<file path="src/rtl/axi_burst_pkg.sv">
// Shared AXI burst constants, FSM state type and the 4 KiB boundary helper
// used by the AR issuer.
package axi_burst_pkg;

  localparam int Axi4kLog    = 12;
  localparam int AxiMaxBeats = 256;
  localparam int AxiLenWidth = 8;

  typedef enum logic {
    ST_IDLE  = 1'b0,
    ST_ISSUE = 1'b1
  } issue_state_e;

  // Beats left before the next 4 KiB page; the address is assumed beat-aligned,
  // so the result is always at least 1.
  function automatic logic [Axi4kLog:0] beats_to_4k(
    input logic [Axi4kLog-1:0] addr_lo,
    input int unsigned         dwbl
  );
    logic [Axi4kLog:0] span;
    span = {1'b1, {Axi4kLog{1'b0}}} - {1'b0, addr_lo};
    return span >> dwbl;
  endfunction

endpackage

</file>
<file path="src/rtl/axi_outstanding_counter.sv">
// Up/down counter of in-flight AR bursts; full_after looks at the count as it
// will be next cycle so the issuer can decide a pop or a new arvalid now.
module axi_outstanding_counter #(
  parameter int MaxOutstanding   = 16,
  parameter int OutstandingWidth = 5
) (
  input  logic                        clk,
  input  logic                        rst,
  input  logic                        inc,
  input  logic                        dec,
  output logic [OutstandingWidth-1:0] count,
  output logic                        full_after
);

  localparam logic [OutstandingWidth-1:0] MaxCount = OutstandingWidth'(MaxOutstanding);
  localparam logic [OutstandingWidth-1:0] One      = OutstandingWidth'(1);

  logic [OutstandingWidth-1:0] count_reg;
  logic [OutstandingWidth-1:0] count_next;
  logic                        dec_eff;

  // A completion with nothing in flight is dropped rather than wrapping.
  always_comb begin
    dec_eff    = dec && (count_reg != '0);
    count_next = count_reg;
    if (inc && !dec_eff) begin
      count_next = count_reg + One;
    end else if (!inc && dec_eff) begin
      count_next = count_reg - One;
    end
  end

  assign full_after = (count_next >= MaxCount);
  assign count      = count_reg;

  always_ff @(posedge clk) begin
    if (rst) begin
      count_reg <= '0;
    end else begin
      count_reg <= count_next;
    end
  end

endmodule

</file>
<file path="src/rtl/burst_axi_ar_issuer.sv">
// Turns {burst_len, base_addr} requests into AXI AR bursts, splitting at 4 KiB
// pages and the 256-beat limit while capping the number of bursts in flight.
module burst_axi_ar_issuer
  import axi_burst_pkg::*;
#(
  parameter int AddrWidth         = 64,
  parameter int DataWidthBytesLog = 6,
  parameter int BurstLenWidth     = 8,
  parameter int MaxOutstanding    = 16,
  parameter int OutstandingWidth  = 5
) (
  input  logic                               clk,
  input  logic                               rst,
  input  logic [BurstLenWidth+AddrWidth-1:0] req_dout,
  input  logic                               req_empty_n,
  output logic                               req_read,
  output logic [AddrWidth-1:0]               m_axi_araddr,
  output logic [AxiLenWidth-1:0]             m_axi_arlen,
  output logic                               m_axi_arvalid,
  input  logic                               m_axi_arready,
  input  logic                               r_burst_done,
  output logic [OutstandingWidth-1:0]        outstanding,
  output logic                               idle
);

  localparam logic [AddrWidth-1:0] BeatMask =
    (AddrWidth'(1) << DataWidthBytesLog) - AddrWidth'(1);
  localparam logic [BurstLenWidth:0] RemOne = (BurstLenWidth+1)'(1);

  issue_state_e             state_reg;
  logic [AddrWidth-1:0]     cur_addr_reg;
  logic [BurstLenWidth:0]   remaining_reg;
  logic [AddrWidth-1:0]     araddr_reg;
  logic [AxiLenWidth-1:0]   arlen_reg;
  logic                     arvalid_reg;

  logic                     hs;
  logic                     full_after;
  logic                     can_pop;
  logic                     last_sub;
  logic [AddrWidth-1:0]     pop_addr;
  logic [AddrWidth-1:0]     next_addr;
  logic [BurstLenWidth:0]   pop_rem;
  logic [BurstLenWidth:0]   next_rem;
  logic [8:0]               cur_sub;
  logic [8:0]               next_sub;
  logic [8:0]               pop_sub;

  function automatic logic [8:0] sub_beats_of(
    input logic [AddrWidth-1:0]   addr,
    input logic [BurstLenWidth:0] rem
  );
    logic [16:0] lim;
    logic [16:0] b4k;
    lim = 17'(rem);
    b4k = 17'(beats_to_4k(addr[Axi4kLog-1:0], DataWidthBytesLog));
    if (b4k < lim) lim = b4k;
    if (17'(AxiMaxBeats) < lim) lim = 17'(AxiMaxBeats);
    return lim[8:0];
  endfunction

  assign hs        = arvalid_reg && m_axi_arready;
  assign pop_addr  = req_dout[AddrWidth-1:0] & ~BeatMask;
  assign pop_rem   = {1'b0, req_dout[AddrWidth +: BurstLenWidth]} + RemOne;
  assign pop_sub   = sub_beats_of(pop_addr, pop_rem);
  // cur_addr/remaining always describe the sub-burst currently on the bus.
  assign cur_sub   = sub_beats_of(cur_addr_reg, remaining_reg);
  assign next_addr = cur_addr_reg + (AddrWidth'(cur_sub) << DataWidthBytesLog);
  assign next_rem  = remaining_reg - (BurstLenWidth+1)'(cur_sub);
  assign next_sub  = sub_beats_of(next_addr, next_rem);
  assign last_sub  = (next_rem == '0);
  assign can_pop   = req_empty_n && !full_after;

  always_comb begin
    req_read = 1'b0;
    if (!rst) begin
      if (state_reg == ST_IDLE) begin
        req_read = can_pop;
      end else if (hs && last_sub) begin
        req_read = can_pop;
      end
    end
  end

  always_ff @(posedge clk) begin
    if (rst) begin
      state_reg     <= ST_IDLE;
      cur_addr_reg  <= '0;
      remaining_reg <= '0;
      araddr_reg    <= '0;
      arlen_reg     <= '0;
      arvalid_reg   <= 1'b0;
    end else begin
      case (state_reg)
        ST_IDLE: begin
          if (req_read) begin
            cur_addr_reg  <= pop_addr;
            remaining_reg <= pop_rem;
            araddr_reg    <= pop_addr;
            arlen_reg     <= AxiLenWidth'(pop_sub - 9'd1);
            arvalid_reg   <= 1'b1;
            state_reg     <= ST_ISSUE;
          end
        end
        ST_ISSUE: begin
          if (hs) begin
            if (!last_sub) begin
              // Next piece is staged even when no slot is free; arvalid waits.
              cur_addr_reg  <= next_addr;
              remaining_reg <= next_rem;
              araddr_reg    <= next_addr;
              arlen_reg     <= AxiLenWidth'(next_sub - 9'd1);
              arvalid_reg   <= !full_after;
            end else if (req_read) begin
              cur_addr_reg  <= pop_addr;
              remaining_reg <= pop_rem;
              araddr_reg    <= pop_addr;
              arlen_reg     <= AxiLenWidth'(pop_sub - 9'd1);
              arvalid_reg   <= 1'b1;
            end else begin
              remaining_reg <= '0;
              arvalid_reg   <= 1'b0;
              state_reg     <= ST_IDLE;
            end
          end else if (!arvalid_reg && !full_after) begin
            arvalid_reg <= 1'b1;
          end
        end
        default: state_reg <= ST_IDLE;
      endcase
    end
  end

  axi_outstanding_counter #(
    .MaxOutstanding  (MaxOutstanding),
    .OutstandingWidth(OutstandingWidth)
  ) u_outstanding (
    .clk       (clk),
    .rst       (rst),
    .inc       (hs),
    .dec       (r_burst_done),
    .count     (outstanding),
    .full_after(full_after)
  );

  assign m_axi_araddr  = araddr_reg;
  assign m_axi_arlen   = arlen_reg;
  assign m_axi_arvalid = arvalid_reg;
  assign idle          = (state_reg == ST_IDLE) && (outstanding == '0);

endmodule

</file>
<file path="config.mk">
export PLATFORM = sky130hd
export DESIGN_NAME = burst_axi_ar_issuer
export DESIGN_NICKNAME = d
export VERILOG_FILES = /design/src/rtl/axi_burst_pkg.sv /design/src/rtl/axi_outstanding_counter.sv /design/src/rtl/burst_axi_ar_issuer.sv
export SDC_FILE = /design/constraint.sdc
export NUM_CORES = 1
export LEC_CHECK = 0
export CAP_MARGIN = 0
export CORE_AREA = 2 2 159 161
export DETAILED_ROUTE_END_ITERATION = 6
export DIE_AREA = 0 0 161 163
export GPL_TIMING_DRIVEN = 0
export PLACE_DENSITY = 0.7
export SLEW_MARGIN = 20
export SYNTH_ARGS = -nofsm -noshare
export SYNTH_HDL_FRONTEND = slang
export SYNTH_SLANG_ARGS = --single-unit
</file>
<file path="constraint.sdc">
create_clock -name clk -period 22.7 [get_ports clk]
set_clock_uncertainty 0.1 [all_clocks]
set_input_delay 2.27 -clock clk [delete_from_list [all_inputs] [get_ports clk]]
set_output_delay 2.27 -clock clk [all_outputs]
set_load 0.01 [all_outputs]
</file>
==> out/results.env <==
PATH_BUF_INV=5
FLOORPLAN.CORE_AREA_UM2=24700
FIRST_GLOBAL_VIAS=9523
SEQUENTIALPOWERSHARE_PCT=16.4
SYNTH_EDF_COUNT=0
DRT_ITER0_DRC=884
NUMCLOCKSINKS=152
FINALCRITPERIODSHARE_PCT=47.1
TOTAL_POWER_DENSITY_PER_CELL_AREA_nW_PER_UM2=182
SYNTHTOLAYOUTAREAGROWTH_PCT=26.1
ROUTABILITYCONGESTION=0.987
HPWLAFTERDP_UM=26000
CRITPATHMAXSTAGEDELAY_NS=0.86
CLK_TRANSITION_REPORTED_PATHS_NS=0.06
SYNTHESIS.INSTANCES=1211
POST_CTS.REPAIR.SETUP_BUFFERS=0
CRITICAL-PATH-SLOWEST-CELL='sky130_fd_sc_hd__nor4_1'
HOLDCRITPATHCLASS='reg2reg'
DESIGN.PORTCOUNT=157
CTS_RESIZED=0
LEAKAGEPOWER_uW=0.00453
COMBINATIONALPOWERSHARE_PCT=70.0
FLOORPLAN.DIE.WIDTH_UM=161
YS_TYPES=74
GLOBAL_ROUTE.USAGE.TOTAL_PCT=25.8
CRITICAL_PATH.STARTPOINT_TYPE='register'
TIMING.SETUP.TNS_NS=0
MAXCAPVIOLCOUNT=0
GRT_ANTENNA_BEFORE_REPAIR=0
UNREPAIRED_SETUP_ENDPOINTS_AFTER_GLOBAL_ROUTING='no'
MAX_CLOCK_FREQ_MHz=93.6
WORST_PIN_SLEW_NS=1.00
WORST_EP_ARRIVAL_TIME_NS=8.32
SYNTH_FF_TYPE='sky130_fd_sc_hd__dfxtp_1'
DRC_ERRORS=0
CRITICALPATHCATEGORY='reg2out'
SYNTH_SEQUENTIAL_AREA_RATIO_PCT=31.5
TOTAL_NETS_FINAL=1502
SETUP_VIOLATORS_FINAL=0
CHIPHEIGHT_UM=163
INTERNAL_CELL_POWER_uW=1110
INITIAL_CELL_DENSITY_OF_THE_CORE_PCT=39.1
REPORT.FINAL.HOLD_VIOL_COUNT=0
CLK_PATH_BUF_DEPTH=2
DETAILROUTE.VIA_COUNT=9933
ANTENNA_VIOLATING_NETS_POST_ROUTE=0
PLACEMENT.IO_BUFFERS=149
AREA_OF_THE_MAPPED_NETLIST_UM2=9650
POWER.SHARE.SWITCHING_PCT=49.8
SYNTH_TOP_CELLS_BY_AREA='sky130_fd_sc_hd__dfxtp_1, sky130_fd_sc_hd__a21oi_1, sky130_fd_sc_hd__ha_1'
PERIOD_NEEDED_NS=10.69
GRT_PASS1_WL_UM=52800
NET_SWITCHING_POWER_uW=1100
END_KIND='primary output'
IR_DROP_mV=0.116
CRITPATHMAXFANOUT=10
FLOORPLAN.DIE_AREA_UM2=26200
N_FILL_CELL=2409
CLOCK_INSERTION_DELAY_WORST_SKEW_NS=0.44
WORST_SLEW_MARGIN_REL_PCT=32.4
POST-SYNTH-TOP-AREA-CELL='sky130_fd_sc_hd__dfxtp_1'
GRT_START_MAX_NET_PINS=17
WORST_EP_REQUIRED_NS=20.33
DETAIL_ROUTE.FIRST_PASS.ITERATIONS=6
CTS_TREE='done'
ROWS=58
CRITICAL_PATH.TOP_DELAY_FAMILY='simple AND/OR/NAND/NOR gates'
PROPORTION_OF_LAYOUT_CELLS_WITH_A_DRIVE_SUFFIX_ABOVE_1_PCT=6.17
YS_WARN_COUNT=0
POSTSYNTH.ASYNCRESETSHARE_PCT=0
FINALCOREUTILIZATION_PCT=49.3
CTS_HOLD_BUFFERS=0
OUTCOME='finished clean'
DIODES=0
GLOBALROUTE.TOTALOVERFLOW=0
SYNTH_TOP_AREA_SHARE_PCT=31.5
TIMING_MAX_TRANSITION_VIOLATIONS_FINAL=0
TRITONCTS_BUFFERS=17
PWR-SHARE-CLK_PCT=13.5
SYNTH.AVG_CELL_AREA_UM2=7.97
CLOCK_TREE.ROOT_CELL='sky130_fd_sc_hd__clkbuf_16'
SYNTH.FF_LATCH_COUNT=152
ROUTEDWLPERCELL_UM=19.7
HTREE_DEPTH=4
DETAIL_ROUTE.VIAS_PER_CELL=5.76
ROUTED_WL_UM=34000
RRSETUPSLACK_NS=13.08
[cell usage after synthesis (all sizes together), types with 3 or more instances]
cell,instances
nand4,25
nand4b,3
a21boi,5
a311oi,3
mux2,5
nor2b,7
nand3b,5
o31ai,4
or4,4
dfxtp,152
xor2,35
o221a,6
inv,45
a31oi,7
or3,13
or2,5
nor3b,5
a22oi,47
a211oi,13
clkbuf,53
o22ai,5
and3,27
nand3,29
o211ai,9
o21a,31
and4,4
o221ai,9
o211a,4
xnor2,58
nor4,6
mux2i,22
a2111oi,4
nor2,92
a221oi,5
a21o,11
o21ai,49
nand2,140
a21oi,139
buf,13
nand2b,13
ha,43
nor3,31
[area by class of cell]
type                    instances  area, um^2  share of cell area (%)
inverters                      47         178                    1.46
repair buffers                149        1490                    12.3
flip-flops and latches        152        3040                    25.0
clock buffers                  18         429                    3.53
clock inverters                14         180                    1.48
plain buffers                  66         302                    2.48
multi-input cells             947        6130                    50.4
well taps                     330         413                    3.39
[power groups by stage]
stage,Sequential [uW],Clock [uW],Combinational (uW)
CTS,362,301,1520
global placement,367,0,1490
finish,363,299,1550
global route,370,314,1700
detailed placement,368,0,1510
floorplan,366,0,1110
[cell families (layout without fill, tap and decap cells)]
logic type               count (synthesis)  count (layout)  share of synthesized area (%)
other                                    2               3                         0.0778
adder cells (fa/ha/maj)                 45              45                           5.99
flip-flops                             152             152                           31.5
buffers and inverters                  113             294                           4.97
XOR/XNOR                                93              93                           8.44
multiplexers                            27              27                           2.87
AO/OA/AOI/OAI                          365             365                           25.5
AND/OR/NAND/NOR                        414             414                           20.7
[path summary, 6_finish.rpt]
kind | end | startpoint | cells after the start
setup / recovery | req_read | cur_addr_reg[5]$_SDFFE_PP0P_ | 25
hold / removal | m_axi_araddr[36]$_SDFFE_PP0P_ | m_axi_araddr[36]$_SDFFE_PP0P_ | 2
setup reg to reg | m_axi_arlen[4]$_SDFFE_PP0P_ | cur_addr_reg[5]$_SDFFE_PP0P_ | 35
hold reg to reg | m_axi_araddr[36]$_SDFFE_PP0P_ | m_axi_araddr[36]$_SDFFE_PP0P_ | 2
[per-stage QoR]
| step | instance area (um^2) | hold WS [ns] | worst slack [ns] | power [uW] | instances |
|---|---|---|---|---|---|
| 2_1_floorplan | 9650 | 0.341 | 14.75 | 1480 | 1212 |
| 3_3_place_gp | 11600 | 0.344 | 12.74 | 1850 | 1691 |
| 3_5_place_dp | 11600 | 0.348 | 12.67 | 1880 | 1691 |
| 4_1_cts | 12200 | 0.357 | 12.10 | 2190 | 1723 |
| 5_1_grt | 12200 | 0.371 | 11.36 | 2380 | 1723 |
| 6_report | 12200 | 0.356 | 12.01 | 2210 | 1723 |
[layer usage]
| layer | wire length, um | GRT usage (%) |
|---|---|---|
| met1 | 14600 | 33.3 |
| met4 | 1310 | 10.9 |
| met3 | 2940 | 6.04 |
| met5 | 0 | 0 |
| met2 | 15200 | 41.4 |
[worst min-delay path, stage by stage (launching register included)]
cell and delay, ns:
sky130_fd_sc_hd__dfxtp_1 0.31, sky130_fd_sc_hd__nand2_1 0.05, sky130_fd_sc_hd__a21oi_1 0.05
[cells in the final DEF, fill, tap and decap left out, drive strengths merged, types with 35 or more instances in the layout]
cell and n:
dfxtp 152, clkdlybuf4s50 149, nand2 140, a21oi 139
nor2 92, clkbuf 71, xnor2 58, inv 53
o21ai 49, a22oi 47, ha 43, xor2 35
No activity file was read; power rests on OpenSTA's default activity.
